$ cat src/rtl/servo_pwm_gen.sv
// Servo pulse generator: clamps and double-buffers width commands, then applies them at timebase wrap.
// Optional failsafe (return to neutral width after a command timeout) is enabled by SERVO_PWM_FAILSAFE_EN.
module servo_pwm_gen #(
  parameter int CNT_W            = 12,
  parameter int PERIOD_MAX       = 3000,
  parameter int PW_MIN           = 1000,
  parameter int PW_MAX           = 2000,
  parameter int PW_NEUTRAL       = 1500,
  parameter int FAILSAFE_PERIODS = 50
) (
  input  logic             clk,
  input  logic             rst_n,
  input  logic [CNT_W-1:0] cnt_val,
  input  logic [CNT_W-1:0] cmd_pw,
  input  logic             cmd_valid,
  output logic             cmd_ready,
  output logic             pwm_out,
  output logic             period_start,
  output logic [CNT_W-1:0] active_pw,
  output logic             clamped,
  output logic             failsafe,
  output logic [1:0]       dbg_state
);

  // Handshake: a command transfers on any rising clk edge where cmd_valid && cmd_ready;
  // cmd_ready depends only on registered state, and the source must hold cmd_pw while cmd_valid waits.

  typedef enum logic [1:0] {
    ST_WAIT_SYNC = 2'd0,
    ST_IDLE      = 2'd1,
    ST_RUN       = 2'd2,
    ST_FAILSAFE  = 2'd3
  } state_t;

  localparam logic [CNT_W-1:0] L_PERIOD_MAX = CNT_W'(PERIOD_MAX);
  localparam logic [CNT_W-1:0] L_PW_MIN     = CNT_W'(PW_MIN);
  localparam logic [CNT_W-1:0] L_PW_MAX     = CNT_W'(PW_MAX);
  localparam logic [CNT_W-1:0] L_PW_NEUTRAL = CNT_W'(PW_NEUTRAL);

  state_t           r_state, w_state_next;
  logic [CNT_W-1:0] r_cnt_q, r_shadow, r_active_pw, w_active_next, w_cmd_clamped;
  logic             r_pending, r_pwm, r_period_start, r_clamped;
  logic             w_boundary, w_accept, w_load, w_clamp_lo, w_clamp_hi;
  logic             w_fs_trip, w_fs_last, w_drive, w_pwm_next;

  assign w_boundary    = (cnt_val == '0) && (r_cnt_q != '0);
  assign w_accept      = cmd_valid && !r_pending;
  assign w_load        = w_boundary && r_pending;
  assign w_clamp_lo    = cmd_pw < L_PW_MIN;
  assign w_clamp_hi    = cmd_pw > L_PW_MAX;
  assign w_cmd_clamped = w_clamp_lo ? L_PW_MIN : (w_clamp_hi ? L_PW_MAX : cmd_pw);

  always_comb begin
    w_state_next  = r_state;
    w_active_next = r_active_pw;
    w_fs_trip     = 1'b0;
    case (r_state)
      ST_WAIT_SYNC: if (w_boundary) w_state_next = r_pending ? ST_RUN : ST_IDLE;
      ST_IDLE:      if (w_load) w_state_next = ST_RUN;
      ST_RUN: begin
        if (w_load) w_state_next = ST_RUN;
        else if (w_boundary && w_fs_last) begin
          w_fs_trip    = 1'b1;
          w_state_next = ST_FAILSAFE;
        end
      end
      ST_FAILSAFE:  if (w_load) w_state_next = ST_RUN;
      default:      w_state_next = ST_WAIT_SYNC;
    endcase
    if (w_load) w_active_next = r_shadow;
    else if (w_fs_trip) w_active_next = L_PW_NEUTRAL;
  end

  // Width is compared against the value being loaded this cycle so a new width starts cleanly at count 0.
  assign w_drive    = (w_state_next == ST_RUN) || (w_state_next == ST_FAILSAFE);
  assign w_pwm_next = w_drive && (cnt_val <= L_PERIOD_MAX) && (cnt_val < w_active_next);

  always_ff @(posedge clk or negedge rst_n) begin
    if (!rst_n) begin
      r_state        <= ST_WAIT_SYNC;
      r_cnt_q        <= '0;
      r_shadow       <= '0;
      r_active_pw    <= '0;
      r_pending      <= 1'b0;
      r_pwm          <= 1'b0;
      r_period_start <= 1'b0;
      r_clamped      <= 1'b0;
    end else begin
      r_state        <= w_state_next;
      r_cnt_q        <= cnt_val;
      r_active_pw    <= w_active_next;
      r_pwm          <= w_pwm_next;
      r_period_start <= w_boundary;
      r_clamped      <= w_accept && (w_clamp_lo || w_clamp_hi);
      if (w_accept) begin
        r_shadow  <= w_cmd_clamped;
        r_pending <= 1'b1;
      end else if (w_load) begin
        r_pending <= 1'b0;
      end
    end
  end

`ifdef SERVO_PWM_FAILSAFE_EN
  localparam int FS_W = $clog2(FAILSAFE_PERIODS + 1);

  logic [FS_W-1:0] r_fs_cnt;
  logic            r_failsafe;

  assign w_fs_last = (r_fs_cnt == FS_W'(FAILSAFE_PERIODS - 1));

  // Counts boundaries spent in RUN without a fresh load.
  always_ff @(posedge clk or negedge rst_n) begin
    if (!rst_n) begin
      r_fs_cnt   <= '0;
      r_failsafe <= 1'b0;
    end else if (w_load) begin
      r_fs_cnt   <= '0;
      r_failsafe <= 1'b0;
    end else if (w_fs_trip) begin
      r_fs_cnt   <= '0;
      r_failsafe <= 1'b1;
    end else if ((r_state == ST_RUN) && w_boundary) begin
      r_fs_cnt   <= r_fs_cnt + FS_W'(1);
    end
  end

  assign failsafe = r_failsafe;
`else
  assign w_fs_last = 1'b0;
  assign failsafe  = 1'b0;
`endif

  assign cmd_ready    = !r_pending;
  assign pwm_out      = r_pwm;
  assign period_start = r_period_start;
  assign active_pw    = r_active_pw;
  assign clamped      = r_clamped;
  assign dbg_state    = r_state;

endmodule
$ cat config.mk
export PLATFORM = sky130hd
export DESIGN_NAME = servo_pwm_gen
export DESIGN_NICKNAME = d
export VERILOG_FILES = /design/src/rtl/servo_pwm_gen.sv
export SDC_FILE = /design/constraint.sdc
export NUM_CORES = 1
export LEC_CHECK = 0
export CAP_MARGIN = 20
export CORE_MARGIN = 4
export CORE_UTILIZATION = 49
export DETAILED_ROUTE_END_ITERATION = 6
export HOLD_SLACK_MARGIN = 0.12
export PLACE_DENSITY = 0.79
export SLEW_MARGIN = 40
export SYNTH_ARGS = -nofsm -noshare
export SYNTH_HDL_FRONTEND = slang
export SYNTH_SLANG_ARGS = --single-unit
$ cat constraint.sdc
create_clock -name clk -period 3 [get_ports clk]
set_input_delay 0.9 -clock clk [delete_from_list [all_inputs] [get_ports clk]]
set_output_delay 0.9 -clock clk [all_outputs]
set_load 0.02 [all_outputs]
Word-level counts from Yosys, hierarchy flattened
Cells that the tools add are included.
{"block": "word_totals", "register_bits": 42, "inputBits": 27, "output_inout_bits": 19, "word_cells": 40}
{"block": "op_classes", "order_cmp": 4, "n_eq_ne": 5, "n_mux": 9, "reduce_logical": 14}
{"operator": "12-bit two-way mux", "count": 3}
{"operator": "12-bit by 11-bit greater-than comparator with 1-bit output, second input constant", "count": 1}
{"operator": "12-bit <= comparator, second input constant", "count": 1}
{"operator": "12-bit logical NOT", "count": 1}
{"operator": "12-bit by 10-bit < comparator with 1-bit output, second input constant", "count": 1}
{"operator": "12-bit < comparator", "count": 1}
{"operator": "12-bit nonzero test", "count": 1}
{"operator": "2-bit equality test, second input constant", "count": 4}
{"operator": "1-bit logical AND", "count": 6}
{"operator": "2-bit two-way mux", "count": 3}
{"operator": "2-bit one-hot mux with 2 select lines", "count": 1}
{"operator": "3-bit OR reduction", "count": 1}
{"operator": "2-bit by 1-bit equality test with 1-bit output, second input constant", "count": 1}
{"operator": "2-bit logical NOT", "count": 1}
{"operator": "1-bit logical OR", "count": 2}
{"operator": "1-bit two-way mux", "count": 2}
{"operator": "2-bit nonzero test", "count": 1}
{"operator": "1-bit logical NOT", "count": 1}

Depth between registers and ports, before layout
{"block": "depth", "depth_word": 9, "mapped_depth": 10, "ltp_nobuf": 9}

Worst setup path after synthesis
No wires, ideal clock.
{"block": "synth_timing", "path_kind": "input-to-reg", "start": "input cnt_val[2]", "end": "register r_pwm, in the netlist pwm_out", "setup_ns": 0.122, "arrival_time_ns": 3.247, "t_required_ns": 2.878, "setup_slack_ns": -0.368, "cell_stages": 10, "n_path_buf": 1, "cell_sequence": "or3_1 -> and4b_2 -> nand3_4 -> buf_6 -> mux2i_1 -> ha_1 -> and3_1 -> o311a_1 -> a211o_1 -> a2111oi_1"}
{"block": "synth_via", "elab_chain_cells": 9, "word_cells_on_any_way": 14, "cone_classes": "2 x order compare; 2 x eq/ne; 4 x mux; 6 x reduce/logical"}
{"item": "start, declared", "line_no": "13", "text": "input logic [CNT_W-1:0] cnt_val,"}
{"item": "branches (longest 8 deep; another with 12-bit < comparator)"}
{"item": "1-bit logical AND *", "line_no": "76", "text": "assign w_pwm_next = w_drive && (cnt_val <= L_PERIOD_MAX) && (cnt_val < w_active_next);"}
{"item": "via w_pwm_next", "line_no": "44", "text": "logic w_fs_trip, w_fs_last, w_drive, w_pwm_next;"}
{"item": "end signal, assigned", "line_no": "92", "text": "r_pwm <= w_pwm_next;"}
{"item": "end, declared", "line_no": "42", "text": "logic r_pending, r_pwm, r_period_start, r_clamped;"}
Mark *: on every way through the listed nets, which the timed path passes.
A chain may end at the register's enable or synchronous reset.

Final worst setup path
{"block": "layout_timing", "start": "input cnt_val[1]", "end": "register r_pwm, in the netlist pwm_out"}
The elaborated chain is that of the path after synthesis.

==> impl_metrics.csv <==
group,metric,value,unit
final_layout,stdcell_count,286,
detailed_routing,via_count,1627,
final_layout,drive_gt1_share,26.9,%
clocking,numCtsBuffers,5,
worst_hold_path,min-delay-path-class,"reg2reg",
grt,grt_pass1_wl,8210,um
place,place_area,0.00262,mm^2
place,gp_congestion,0.872,
grt,overflow,0,
sta,rsz0062_at_grt,"yes",
clocking,clk-insertion-delay-late,0.29,ns
worst_setup_path,cp.arrival,3.42,ns
sta,fin_tns_setup,-0.234,ns
die,die_x,71.6,um
worst_setup_path,worstSetupStartpointType,"primary input",
run_status,violations,"setup timing",
detailed_routing,drc,0,
die,io_pins,46,
sta,setup_viol_count_final,1,
die,rows,22,
run_status,status,"finished with violations",
grt,grt_pass1_vias,1788,
die,start_util,52.6,%
yosys,synth_fp_nets,201,
yosys,synth.distinct_cells,40,
final_layout,areaGrowthSynthToFinish,41.1,%
sta,relSlewSlack,66.1,%
final_layout,finalNetCount,275,
final_layout,antennaDiodeCount,0,
die,die_h,71.6,um
grt,grt_use_total,20.5,%
place,hpwl,3640,um
sta,worstMarginPinSlew,0.509,ns
grt,antenna_found_initial,0,
yosys,synth.largest_area_cell,"dfrtp_1",
place,dp_slack,-0.917,ns
worst_setup_path,path_class,"in2reg",
yosys,syn_area_per_cell,12.2,um^2
sta,hold_violations,0,
detailed_routing,dr.first_iter.drc_count,66,
sta,max_freq,0.309,GHz
detailed_routing,drt_first_pass_iters,6,
yosys,synth-main-ff-cell,"dfrtp_1",
clocking,hold_buffers,0,
yosys,ys_warn_count,0,
sta,setup_ws,-0.234,ns
detailed_routing,avgViaCountPerCell,5.69,
yosys,syn_inst,163,
yosys,yosys_register_bits,42,
worst_setup_path,required,3.18,ns
grt,grt_max_degree,43,
clocking,root_buffer,"clkbuf_8",
clocking,cts_tree,"yes",
final_layout,final_util,74.2,%
detailed_routing,routed_wl,4920,um
sta,finClkSkew,0.00619,ns
clocking,htreeDepth,2,
pwr,cellPowerDensity,396,mW/mm^2
worst_setup_path,crit_fanout,4,
yosys,mappedNetlistArea,0.00198,mm^2
yosys,synth_top_area_share,53.0,%
pwr,peakVddDrop,323,uV
job,max_cap_viol_count,0,
worst_setup_path,cp-end-kind,"flip-flop",
place,io_buffers,44,
detailed_routing,wire_per_inst,17.2,um
die,dieArea,0.00513,mm^2
place,place_inst,271,
yosys,netlist_top_cells_area,"dfrtp_1 (53%), ha_1 (6.9%), mux2_2 (6.2%), mux2i_1 (5.6%), a21oi_1 (2.0%)",
clocking,path_clk_slew,0.07,ns
pwr,leakagePower,1.31,nW
sta,fin_crit,3.23,ns
detailed_routing,antenna_left,0,
yosys,seq_area_frac_synth,53.0,%
yosys,async_flop_share,100,%
sta,slew_viol_final,0,
clocking,clock_sinks,42,
final_layout,final_area,0.00280,mm^2
clocking,cts.path.max_buffers,2,
sta,finalCritPeriodShare,108,%
yosys,synth_edf_count,0,
die,core_area,0.00377,mm^2
[path summary, 6_finish.rpt]
check                             startpoint      endpoint  slack, ns  cells after the start
worst max-delay path              cnt_val[1]       pwm_out      -0.23                     10
worst min-delay path            dbg_state[0]  dbg_state[0]       0.51                      2
worst max register to register    r_cnt_q[1]       pwm_out       0.12                      9
worst min register to register  dbg_state[0]  dbg_state[0]       0.51                      2
max in group asynchronous              rst_n  active_pw[1]       2.07                      1
min in group asynchronous              rst_n   r_cnt_q[11]       0.58                      1
[cell usage after synthesis, types with 4 or more instances]
cell / n
nor4_1: 4
mux2_2: 11
o21ai_0: 6
nor2_1: 8
ha_1: 11
mux2i_1: 11
and3_1: 4
a22o_1: 4
dfrtp_1: 42
o22a_1: 4
a21oi_1: 8
inv_1: 4
nand2_1: 6
[state kept, by name, indices dropped and copies added (netlist names)]
signal	count
dbg_state	2
r_pending	1
r_cnt_q	12
clamped	1
pwm_out	1
active_pw	12
period_start	1
r_shadow	12
[cell type report]
| type | instances | area, um^2 |
|---|---|---|
| Timing Repair Buffer | 72 | 651 |
| Multi-Input combinational cell | 112 | 926 |
| Clock buffer | 6 | 82.6 |
| Clock inverter | 2 | 12.5 |
| Sequential cell | 42 | 1050 |
| Tap cell | 48 | 60.1 |
| Inverter | 4 | 15.0 |
| Fill cell | 256 | 973 |
[critical path, cell delays in order]
cell and delay (ns):
buf_6 0.09, or3_4 0.37, and4b_2 0.35, nand3_4 0.13
mux2i_2 0.19, ha_1 0.32, and3_1 0.18, o311a_1 0.30
a211o_1 0.29, a2111oi_2 0.29
[power breakdown]
group,internal (W),switching (W),total (W)
Clock,0.000185,0.000187,0.000372
Sequential,0.000591,0.0000178,0.000608
Combinational,0.0000695,0.0000578,0.000127
[what timing repair did]
| action | 4_1_cts | 5_1_grt |
|---|---|---|
| gates cloned | 0 | 0 |
| resized for setup | 35 | 1 |
| setup endpoints to repair | 1 | 1 |
| buffers inserted | 4 | 3 |
| pin swaps | 13 | 1 |
[layer usage]
layer	share of wire [%]	up-vias	GRT usage [%]
met5	0	-	0
met2	51	59	35.7
met3	6.6	10	4.91
met4	1.8	0	8.56
li1	-	765	-
met1	41	793	24.1
[cells by family after synthesis]
logic type	count (synthesis)	share of synthesized area (%)
AND/OR/NAND/NOR	42	12.5
flip-flops	42	53.0
AO/OA/AOI/OAI	35	12.4
multiplexers	23	12.6
adder cells (fa/ha/maj)	11	6.94
buffers and inverters	9	2.46
other	1	0.189
[metrics by stage]
| step | total power (W) | hold slack [ns] |
|---|---|---|
| finish | 0.00111 | 0.512 |
| global route | 0.00116 | 0.564 |
| CTS | 0.00112 | 0.512 |
| detailed placement | 0.000746 | 0.479 |
| global placement | 0.000738 | 0.486 |
| floorplan | 0.000658 | 0.481 |
[cells in the final DEF (no fill, tap or decap), types with 3 or more instances in the layout]
master / netlist / routed
dfrtp_1: 42 / 42
clkdlybuf4s50_1: 0 / 31
o22a_1: 4 / 4
nand2_1: 6 / 6
inv_1: 4 / 4
a22o_1: 4 / 4
mux2i_1: 11 / 10
a21oi_1: 8 / 8
dlygate4sd2_1: 0 / 7
nand2b_1: 3 / 3
nor2_1: 8 / 8
nor4_1: 4 / 3
buf_4: 2 / 28
o21ai_0: 6 / 6
clkbuf_8: 0 / 6
ha_1: 11 / 11
mux2_2: 11 / 11
(Power assumes the default switching activity.)
